### src/rtl/fft_pkg.sv
// Shared FFT front-end types and default geometry (9-bit samples, 16 lanes, 16-beat half-frame).
package fft_pkg;
  localparam int FFT_WIDTH    = 9;
  localparam int FFT_LANES    = 16;
  localparam int FFT_HALF_CYC = 16;

  typedef logic signed [FFT_WIDTH-1:0] sample_t;

  typedef enum logic [1:0] {IDLE, FILL, PAIR} ibuf_state_e;
endpackage

### src/rtl/bf2i_input_buffer_if.sv
// Sample stream into the input buffer and the paired stream out toward BF2I.
interface bf2i_input_buffer_if
  import fft_pkg::*;
#(
  parameter int WIDTH = FFT_WIDTH,
  parameter int LANES = FFT_LANES
);
  logic                        din_valid;
  logic                        din_sof;
  logic [LANES-1:0][WIDTH-1:0] din_re;
  logic [LANES-1:0][WIDTH-1:0] din_im;
  logic [LANES-1:0][WIDTH-1:0] dout_R1;
  logic [LANES-1:0][WIDTH-1:0] dout_R2;
  logic [LANES-1:0][WIDTH-1:0] dout_Q1;
  logic [LANES-1:0][WIDTH-1:0] dout_Q2;
  logic                        en;
  logic                        dout_sof;
  logic                        frame_err;

  modport master (
    output din_valid, din_sof, din_re, din_im,
    input  dout_R1, dout_R2, dout_Q1, dout_Q2, en, dout_sof, frame_err
  );

  modport slave (
    input  din_valid, din_sof, din_re, din_im,
    output dout_R1, dout_R2, dout_Q1, dout_Q2, en, dout_sof, frame_err
  );
endinterface

### src/rtl/bf2i_input_buffer_half_mem.sv
// Half-frame store: synchronous write, combinational read, no reset (macro-replaceable).
module bf2i_half_mem #(
  parameter int DEPTH = 16,
  parameter int DW    = 288
) (
  input  logic                     clk,
  input  logic                     i_we,
  input  logic [$clog2(DEPTH)-1:0] i_waddr,
  input  logic [DW-1:0]            i_wdata,
  input  logic [$clog2(DEPTH)-1:0] i_raddr,
  output logic [DW-1:0]            o_rdata
);
  logic [DW-1:0] r_mem [DEPTH];

  always_ff @(posedge clk) begin
    if (i_we) r_mem[i_waddr] <= i_wdata;
  end

  assign o_rdata = r_mem[i_raddr];
endmodule

### src/rtl/bf2i_input_buffer.sv
// Stores the first half-frame, then pairs each stored beat with the live second-half beat for BF2I.
module bf2i_input_buffer
  import fft_pkg::*;
#(
  parameter int WIDTH    = FFT_WIDTH,
  parameter int LANES    = FFT_LANES,
  parameter int HALF_CYC = FFT_HALF_CYC
) (
  input logic                clk,
  input logic                rst_n,
  bf2i_input_buffer_if.slave bus
);
  localparam int CW = $clog2(2*HALF_CYC);
  localparam int AW = $clog2(HALF_CYC);
  localparam int DW = 2*WIDTH*LANES;

  ibuf_state_e                 r_state;
  logic [CW-1:0]               r_cnt;
  logic [LANES-1:0][WIDTH-1:0] r_R1, r_R2, r_Q1, r_Q2;
  logic                        r_en, r_sof, r_err;

  logic                        w_we;
  logic [AW-1:0]               w_waddr;
  logic [DW-1:0]               w_rdata;
  logic [LANES-1:0][WIDTH-1:0] w_st_re, w_st_im;

  // An sof always lands in slot 0, whatever state it interrupts.
  always_comb begin
    w_we    = bus.din_valid & (bus.din_sof | (r_state == FILL));
    w_waddr = bus.din_sof ? '0 : r_cnt[AW-1:0];
  end

  // HALF_CYC is a power of 2, so cnt-HALF_CYC in PAIR is just the low bits.
  bf2i_half_mem #(.DEPTH(HALF_CYC), .DW(DW)) u_mem (
    .clk     (clk),
    .i_we    (w_we),
    .i_waddr (w_waddr),
    .i_wdata ({bus.din_im, bus.din_re}),
    .i_raddr (r_cnt[AW-1:0]),
    .o_rdata (w_rdata)
  );

  assign {w_st_im, w_st_re} = w_rdata;

  always_ff @(posedge clk or negedge rst_n) begin
    if (!rst_n) begin
      r_state <= IDLE;
      r_cnt   <= '0;
      r_R1    <= '0;
      r_R2    <= '0;
      r_Q1    <= '0;
      r_Q2    <= '0;
      r_en    <= 1'b0;
      r_sof   <= 1'b0;
      r_err   <= 1'b0;
    end else begin
      r_R1  <= '0;
      r_R2  <= '0;
      r_Q1  <= '0;
      r_Q2  <= '0;
      r_en  <= 1'b0;
      r_sof <= 1'b0;
      r_err <= 1'b0;
      if (bus.din_valid) begin
        if (bus.din_sof) begin
          r_err   <= (r_state != IDLE);
          r_cnt   <= CW'(1);
          r_state <= FILL;
        end else begin
          case (r_state)
            IDLE: r_err <= 1'b1;
            FILL: begin
              r_cnt <= r_cnt + 1'b1;
              if (r_cnt == CW'(HALF_CYC-1)) r_state <= PAIR;
            end
            PAIR: begin
              r_R1  <= w_st_re;
              r_Q1  <= w_st_im;
              r_R2  <= bus.din_re;
              r_Q2  <= bus.din_im;
              r_en  <= 1'b1;
              r_sof <= (r_cnt == CW'(HALF_CYC));
              if (r_cnt == CW'(2*HALF_CYC-1)) begin
                r_cnt   <= '0;
                r_state <= IDLE;
              end else begin
                r_cnt <= r_cnt + 1'b1;
              end
            end
            default: r_state <= IDLE;
          endcase
        end
      end
    end
  end

  assign bus.dout_R1   = r_R1;
  assign bus.dout_R2   = r_R2;
  assign bus.dout_Q1   = r_Q1;
  assign bus.dout_Q2   = r_Q2;
  assign bus.en        = r_en;
  assign bus.dout_sof  = r_sof;
  assign bus.frame_err = r_err;
endmodule

### src/flat_wrapper.sv
// flat-port wrapper written by rule: the top's interface ports become plain ports
module bf2i_input_buffer_flat import fft_pkg::*;
#(
  parameter int WIDTH    = FFT_WIDTH,
  parameter int LANES    = FFT_LANES,
  parameter int HALF_CYC = FFT_HALF_CYC
)
  (clk, rst_n, bus_din_valid, bus_din_sof, bus_din_re, bus_din_im, bus_dout_R1, bus_dout_R2, bus_dout_Q1, bus_dout_Q2, bus_en, bus_dout_sof, bus_frame_err);
  bf2i_input_buffer_if #(.WIDTH(WIDTH), .LANES(LANES)) bus_i ();
  input logic clk;
  input logic rst_n;
  input wire logic [$bits(bus_i.din_valid)-1:0] bus_din_valid;
  input wire logic [$bits(bus_i.din_sof)-1:0] bus_din_sof;
  input wire logic [$bits(bus_i.din_re)-1:0] bus_din_re;
  input wire logic [$bits(bus_i.din_im)-1:0] bus_din_im;
  output wire logic [$bits(bus_i.dout_R1)-1:0] bus_dout_R1;
  output wire logic [$bits(bus_i.dout_R2)-1:0] bus_dout_R2;
  output wire logic [$bits(bus_i.dout_Q1)-1:0] bus_dout_Q1;
  output wire logic [$bits(bus_i.dout_Q2)-1:0] bus_dout_Q2;
  output wire logic [$bits(bus_i.en)-1:0] bus_en;
  output wire logic [$bits(bus_i.dout_sof)-1:0] bus_dout_sof;
  output wire logic [$bits(bus_i.frame_err)-1:0] bus_frame_err;
  assign bus_i.din_valid = bus_din_valid;
  assign bus_i.din_sof = bus_din_sof;
  assign bus_i.din_re = bus_din_re;
  assign bus_i.din_im = bus_din_im;
  assign bus_dout_R1 = bus_i.dout_R1;
  assign bus_dout_R2 = bus_i.dout_R2;
  assign bus_dout_Q1 = bus_i.dout_Q1;
  assign bus_dout_Q2 = bus_i.dout_Q2;
  assign bus_en = bus_i.en;
  assign bus_dout_sof = bus_i.dout_sof;
  assign bus_frame_err = bus_i.frame_err;
  bf2i_input_buffer #(.WIDTH(WIDTH), .LANES(LANES), .HALF_CYC(HALF_CYC)) u_core (.clk(clk), .rst_n(rst_n), .bus(bus_i));
endmodule
### config.mk
export PLATFORM = sky130hd
export DESIGN_NAME = bf2i_input_buffer_flat
export DESIGN_NICKNAME = d
export VERILOG_FILES = /design/src/rtl/fft_pkg.sv /design/src/rtl/bf2i_input_buffer_if.sv /design/src/rtl/bf2i_input_buffer_half_mem.sv /design/src/rtl/bf2i_input_buffer.sv /design/src/flat_wrapper.sv
export SDC_FILE = /design/constraint.sdc
export NUM_CORES = 2
export LEC_CHECK = 0
export ABC_CLOCK_PERIOD_IN_PS = 37400
export CORE_MARGIN = 4
export CORE_UTILIZATION = 33
export CTS_BUF_LIST = sky130_fd_sc_hd__clkbuf_8
export DETAILED_ROUTE_END_ITERATION = 16
export GPL_ROUTABILITY_DRIVEN = 0
export PLACE_DENSITY = 0.57
export SKIP_LAST_GASP = 1
export SYNTH_ARGS = -nofsm -noshare
export SYNTH_HDL_FRONTEND = slang
export SYNTH_MEMORY_MAX_BITS = 65536
export SYNTH_SLANG_ARGS = --single-unit
### constraint.sdc
create_clock -name clk -period 37.4 [get_ports clk]
set_input_delay 3.74 -clock clk [delete_from_list [all_inputs] [get_ports clk]]
set_output_delay 3.74 -clock clk [all_outputs]
set_load 0.005 [all_outputs]
Word level (Yosys, flattened, before mapping)
Memory sizes are Yosys's and may differ from the RTL's.
Index checks and enable logic that the tools add are counted.
- flip-flop bits (word level): 586
- bits in latches: 0
- memory bits (writable): 4608
- ROM bits: 0
- input port bits: 292
- output and inout port bits: 579
- memories: 1
- add/sub/neg operators: 1
- multiply operators: 0
- div/mod/pow operators: 0
- magnitude comparators: 0
- eq/ne operators: 8
- shift operators: 0
- muxes and demuxes: 31
- bitwise operators: 2
- reduce and logical (&&, ||, !) cells: 5
- memory list (memory ; depth ; bits a word ; read ports ; clocked after Yosys merged registers in ; wr ports ; RTL line ; text):
    u_core.u_mem.r_mem ; 16 ; 288 ; 1 ; 0 ; 1 ; bf2i_input_buffer_half_mem.sv:13 ; logic [DW-1:0] r_mem [DEPTH];
- operators by type and width (kind ; number):
    2-to-1 mux 144 bit ; 12
    2-to-1 mux 1 bit ; 11
    equality test 5 bit, second input constant ; 2
    2-to-1 mux 5 bit ; 2
    one-hot mux 5 bit (2 select lines) ; 1
    2-to-1 mux 2 bit ; 3
    one-hot mux 2 bit (3 select lines) ; 1
    adder 5 x 1 -> 5 bit, second input constant ; 1
    equality test 5 x 4 -> 1 bit, second input constant ; 1
    2-to-1 mux 4 bit ; 1
    AND reduction 4 bit ; 1
    != test 3 x 2 -> 1 bit, second input constant ; 1
    != test 3 bit, second input constant ; 1
    nonzero test 3 bit ; 1
    equality test 2 x 1 -> 1 bit, second input constant ; 1
    equality test 2 bit, second input constant ; 1
    logical NOT 2 bit ; 1
    != test 2 bit, second input constant ; 1
    AND reduction 2 bit ; 1
    nonzero test 2 bit ; 1
    AND 1 bit ; 1
    bitwise OR 1 bit ; 1

Longest topological paths before layout
- word-level depth: 5
- gate-level depth with buffers: 9

By module
A second synthesis with hierarchy kept.
- cells, all modules: 8485
- area total of the unflattened synthesis: 192562.2 um2
- by module, submodules not included (module ; instances ; cells an instance ; area an instance (um2) ; sequential area each (um2)):
    bf2i_half_mem ; 1 ; 7202 ; 173027.2 ; 138372.7
    bf2i_input_buffer ; 1 ; 1283 ; 19535.0 ; 14664.1

Worst setup path before layout
Ideal clock, no wire load.
- path type: input-to-reg
- from: input bus_din_sof
- to: memory u_core.u_mem.r_mem[4][0] (enable)
- data arrival time: 23609 ps
- slack: 12502 ps
- cell stages on the path: 3
- path through: clkbuf_1 o21ai_0 nor3_1
- cells in the longest elaborated chain, start to end: 4
- elaborated cells on any way between the ends: 5
- those cells by class: 3 x mux; 2 x bitwise
- RTL lines (item ; RTL line ; text):
    start, declared ; flat_wrapper.sv:13 ; input wire logic [$bits(bus_i.din_sof)-1:0] bus_din_sof;
    bitwise OR 1 bit ; bf2i_input_buffer.sv:29 ; w_we = bus.din_valid & (bus.din_sof | (r_state == FILL));
    AND 1 bit ; bf2i_input_buffer.sv:29 ;
    2-to-1 mux 1 bit ; bf2i_input_buffer_half_mem.sv:16 ; if (i_we) r_mem[i_waddr] <= i_wdata;
    2-to-1 mux 1 bit (implied by the code) ; bf2i_input_buffer_half_mem.sv:16 ;
    end, declared ; bf2i_input_buffer_half_mem.sv:13 ;
Several ways; a longest one is shown, not always the timed one.

Worst setup path in the final report
- from: register u_core.r_cnt[0]
- to: register u_core.r_Q1, in the netlist u_core.bus.dout_Q1[28]
- cells in the longest elaborated chain, start to end: 4
- RTL lines (item ; RTL line ; text):
    start, declared ; bf2i_input_buffer.sv:18 ; logic [CW-1:0] r_cnt;
    start signal, assigned ; bf2i_input_buffer.sv:73 ; r_cnt <= r_cnt + 1'b1;
    start signal, assigned ; bf2i_input_buffer.sv:87 ; r_cnt <= r_cnt + 1'b1;
    memory read (16 x 288 bit) ; n/a ;
    2-to-1 mux 144 bit ; bf2i_input_buffer.sv:70 ; case (r_state)
    2-to-1 mux 144 bit ; bf2i_input_buffer.sv:65 ; if (bus.din_sof) begin
    2-to-1 mux 144 bit ; bf2i_input_buffer.sv:64 ; if (bus.din_valid) begin
    end signal, assigned ; bf2i_input_buffer.sv:78 ; r_Q1 <= w_st_im;
    end, declared ; bf2i_input_buffer.sv:19 ; logic [LANES-1:0][WIDTH-1:0] r_R1, r_R2, r_Q1, r_Q2;
No other way between the ends.
A chain may end at the register's enable or synchronous reset.

==> metrics.txt <==
clock transition at the registers of the reported paths around 0.07 ns; CORE AREA 0.5694 mm^2; DP Wirelength 258100 um; Bufs and invs on worst path 8; portion of the clock cycle consumed by the worst path in the final layout 21.62%; Ys Warns 0; insertion delay of the later-clocked pin in the worst-skew pair ~1.3 ns; via count of the first global-routing pass 96530; number of hold buffers added after CTS 0; worst min path class reg2reg; Critical Path Sink Type register; kind of cell adding the most delay to the critical path buffers and inverters; total via count in the routed design 89550; initial antenna violation count 35; dominant cell type by count on the critical path sky130_fd_sc_hd__buf_4; Finish-stage setup viols 0; crit path max-delay cell type sky130_fd_sc_hd__dfrtp_4; depth of the most critical reg-to-reg path 11; horizontal die dimension 764.4 um; cell area after synthesis 0.1888 mm^2; routed wire length between 400000 and 500000 um; most common cell after layout, fill and taps aside sky130_fd_sc_hd__edfxtp_1; routed length per placed instance 26.37 um; Post-CTS Setup Repair Bufs 0; worst clock skew 0.09355 ns; number of iterations in the first detailed-routing pass 6; total area of sequential cells between 0.15 and 0.2 mm^2; number of distinct standard cells referenced by the synthesized netlist 35; outcome completed; Place WS ~28 ns; type of the worst setup path reg2reg; final standard cell utilization of the core between 30% and 40%; Worst Path Arrival about 9.2 ns; setup repair after global routing missed its margin false; slack of the critical path 29.31 ns; remaining antenna violation count after routing 0; Syn Inst Count between 8000 and 9000; final count of hold timing violations 0; list of cells traversed by the critical path buf_12 > buf_12 > buf_4 > buf_4 > buf_4 > buf_4 > buf_4 > buf_4 > mux4_2 > a22oi_1 > nand2_1; Hold Crit Depth 2; Worst Path Required 38.50 ns; ratio of routed vias to standard cells 5.049; sequential fraction of design power 54.1%; proportion of synthesized chip area in sequential cells between 80% and 90%; critical path's largest stage delay roughly 0.90 ns; number of placement rows approximately 280; final design area excluding fillers 0.2228 mm^2; highest-count cells in the layout ignoring fill and taps 4608 x sky130_fd_sc_hd__edfxtp_1, 1151 x sky130_fd_sc_hd__mux4_2, 909 x sky130_fd_sc_hd__clkbuf_8; Slew @ Worst Pin 1.162 ns; wire length of the first global-routing pass 677300 um; total overflow reported by the global router 0; dominant register cell in the synthesized netlist sky130_fd_sc_hd__edfxtp_1; Clock Tree Root sky130_fd_sc_hd__clkbuf_8; Post-CTS Resized 0; net count after synthesis 8305; sw power 2.778 mW; filler cell count 50190; die height 764.4 um; port buffer count 870; drc violations 0; largest net degree at the start of global routing 161; layout cell share with drive strength beyond 1 23.83%; Final nets 9772; power density over the cells approximately 54 mW/mm^2; combinational group share of total power 7.1%; Max rail drop VDD 35.33 uV; aggregate negative setup slack 0 ns; Max Root-Sink Buffers 4; Max Cap Viol 0; share of async-settable or async-resettable flops after synthesis 11.28%; Post-DP Area 0.2067 mm^2; Rel. slew slack 22.51%; Total Power 11.96 mW; startpoint type of the worst setup path register; initial core utilization 33.15%; crit-path max FO 96; cell type contributing the most total cell area after synthesis sky130_fd_sc_hd__edfxtp_1; Internal Power 9.182 mW; Iteration-0 DRC Markers about 8600; fraction of synthesized cell area taken by the top area cell type 73.30%; TritonCTS buffer count between 800 and 900; count of H-tree levels built during CTS 6; top cells by area, synth sky130_fd_sc_hd__edfxtp_1 73%, sky130_fd_sc_hd__mux4_2 14%, sky130_fd_sc_hd__dfrtp_1 7.8%; total routing usage reported by global routing 15.57%; CTS sink count between 5000 and 6000; CTS tree yes; number of pins exceeding their max-slew limit in the final report 0; share of total power in the clock network 38.8%; leak pwr 74.34 nW; mean cell area of the mapped netlist 23.57 um^2; flip-flop and latch count after synthesis 5194; number of flops mapped to enable cells by yosys between 4000 and 5000; net switching fraction of the power between 20% and 30%; die area 0.5843 mm^2; synth-to-layout area growth 18.01%; total stage count of the critical path 11; I/O Pins between 800 and 900; multi-input combinational cell area 0.03377 mm^2; achievable clock frequency 123.7 MHz; clock period minus worst slack 8.086 ns
worst paths after layout:
kind,startpoint,to,slack [ns]
max in group asynchronous,rst_n,u_core.bus.dout_R2[46],31.11
max,u_core.r_cnt[0],u_core.bus.dout_Q1[28],29.31
max reg2reg,u_core.r_cnt[0],u_core.bus.dout_Q1[28],29.31
min in group asynchronous,rst_n,u_core.bus.dout_Q1[77],2.47
min reg2reg,u_core.r_cnt[4],u_core.r_cnt[4],0.61
min,u_core.r_cnt[4],u_core.r_cnt[4],0.61
metal layers:
| layer | vias up | track usage (%) | part of all wire [%] |
|---|---|---|---|
| met5 | - | 0 | 0.0058 |
| met4 | 4 | 3.500 | 1.9 |
| met3 | 661 | 2.595 | 6.4 |
| met2 | 3427 | 25.55 | 49 |
| met1 | 48750 | 21.88 | 43 |
| li1 | 36700 | - | - |
flip-flops by register name (all words and copies together), names as in the netlist:
name,cells
u_core.bus.dout_sof,1
u_core.bus.dout_R1,144
u_core.bus.dout_R2,144
u_core.r_state,2
u_core.r_cnt,5
u_core.bus.dout_Q1,144
u_core.bus.en,1
u_core.bus.dout_Q2,144
u_core.bus.frame_err,1
u_core.u_mem.r_mem,4608
cell usage after synthesis, drive strengths merged (4+ instances only):
cell type,n
edfxtp,4608
mux4,1151
dfrtp,586
a22oi,572
nand2,293
and2,288
buf,265
clkbuf,157
nor2,19
o21ai,13
nor3,9
inv,7
nand3,6
ha,5
mux2i,5
nand2b,5
and3,4
kinds of logic after synthesis:
family          synth area share [%]
fa+ha+maj                    0.03314
simple gates                   1.681
flops                          81.06
compound gates                 2.345
xor+xnor                    0.004640
buf+inv                        1.116
mux                            13.76
power groups by stage:
stage	combinational [mW]	sequential [mW]	clock [mW]
after floorplan	0.571	6.64	0
after global placement	0.860	6.58	0
after detailed placement	0.871	6.59	0
after CTS	0.873	6.47	4.77
after global routing	0.916	6.47	5.05
final	0.853	6.47	4.64
layout make-up:
cell class | instances | share of cell area (%)
Inverter | 7 | 0.01516
Sequential cell | 5194 | 68.69
Antenna cell | 7 | 0.007862
Timing Repair Buffer | 1063 | 4.677
Tap cell | 7533 | 4.230
Multi-Input combinational cell | 2385 | 15.16
Clock buffer | 909 | 5.615
Clock inverter | 638 | 1.606
per-stage QoR:
step	hold slack (ns)	cells
after CTS	0.5963	17730
after floorplan	0.4915	8008
after global routing	0.6414	17730
after global placement	0.5415	16180
after detailed placement	0.5825	16180
final	0.6104	17740
worst min-delay path: cells and delay by family (launching register included):
family | cells | cell delay (ns)
flip-flops | 1 | 0.42
AO/OA/AOI/OAI | 1 | 0.07
AND/OR/NAND/NOR | 1 | 0.08
(Power assumes the default switching activity.)
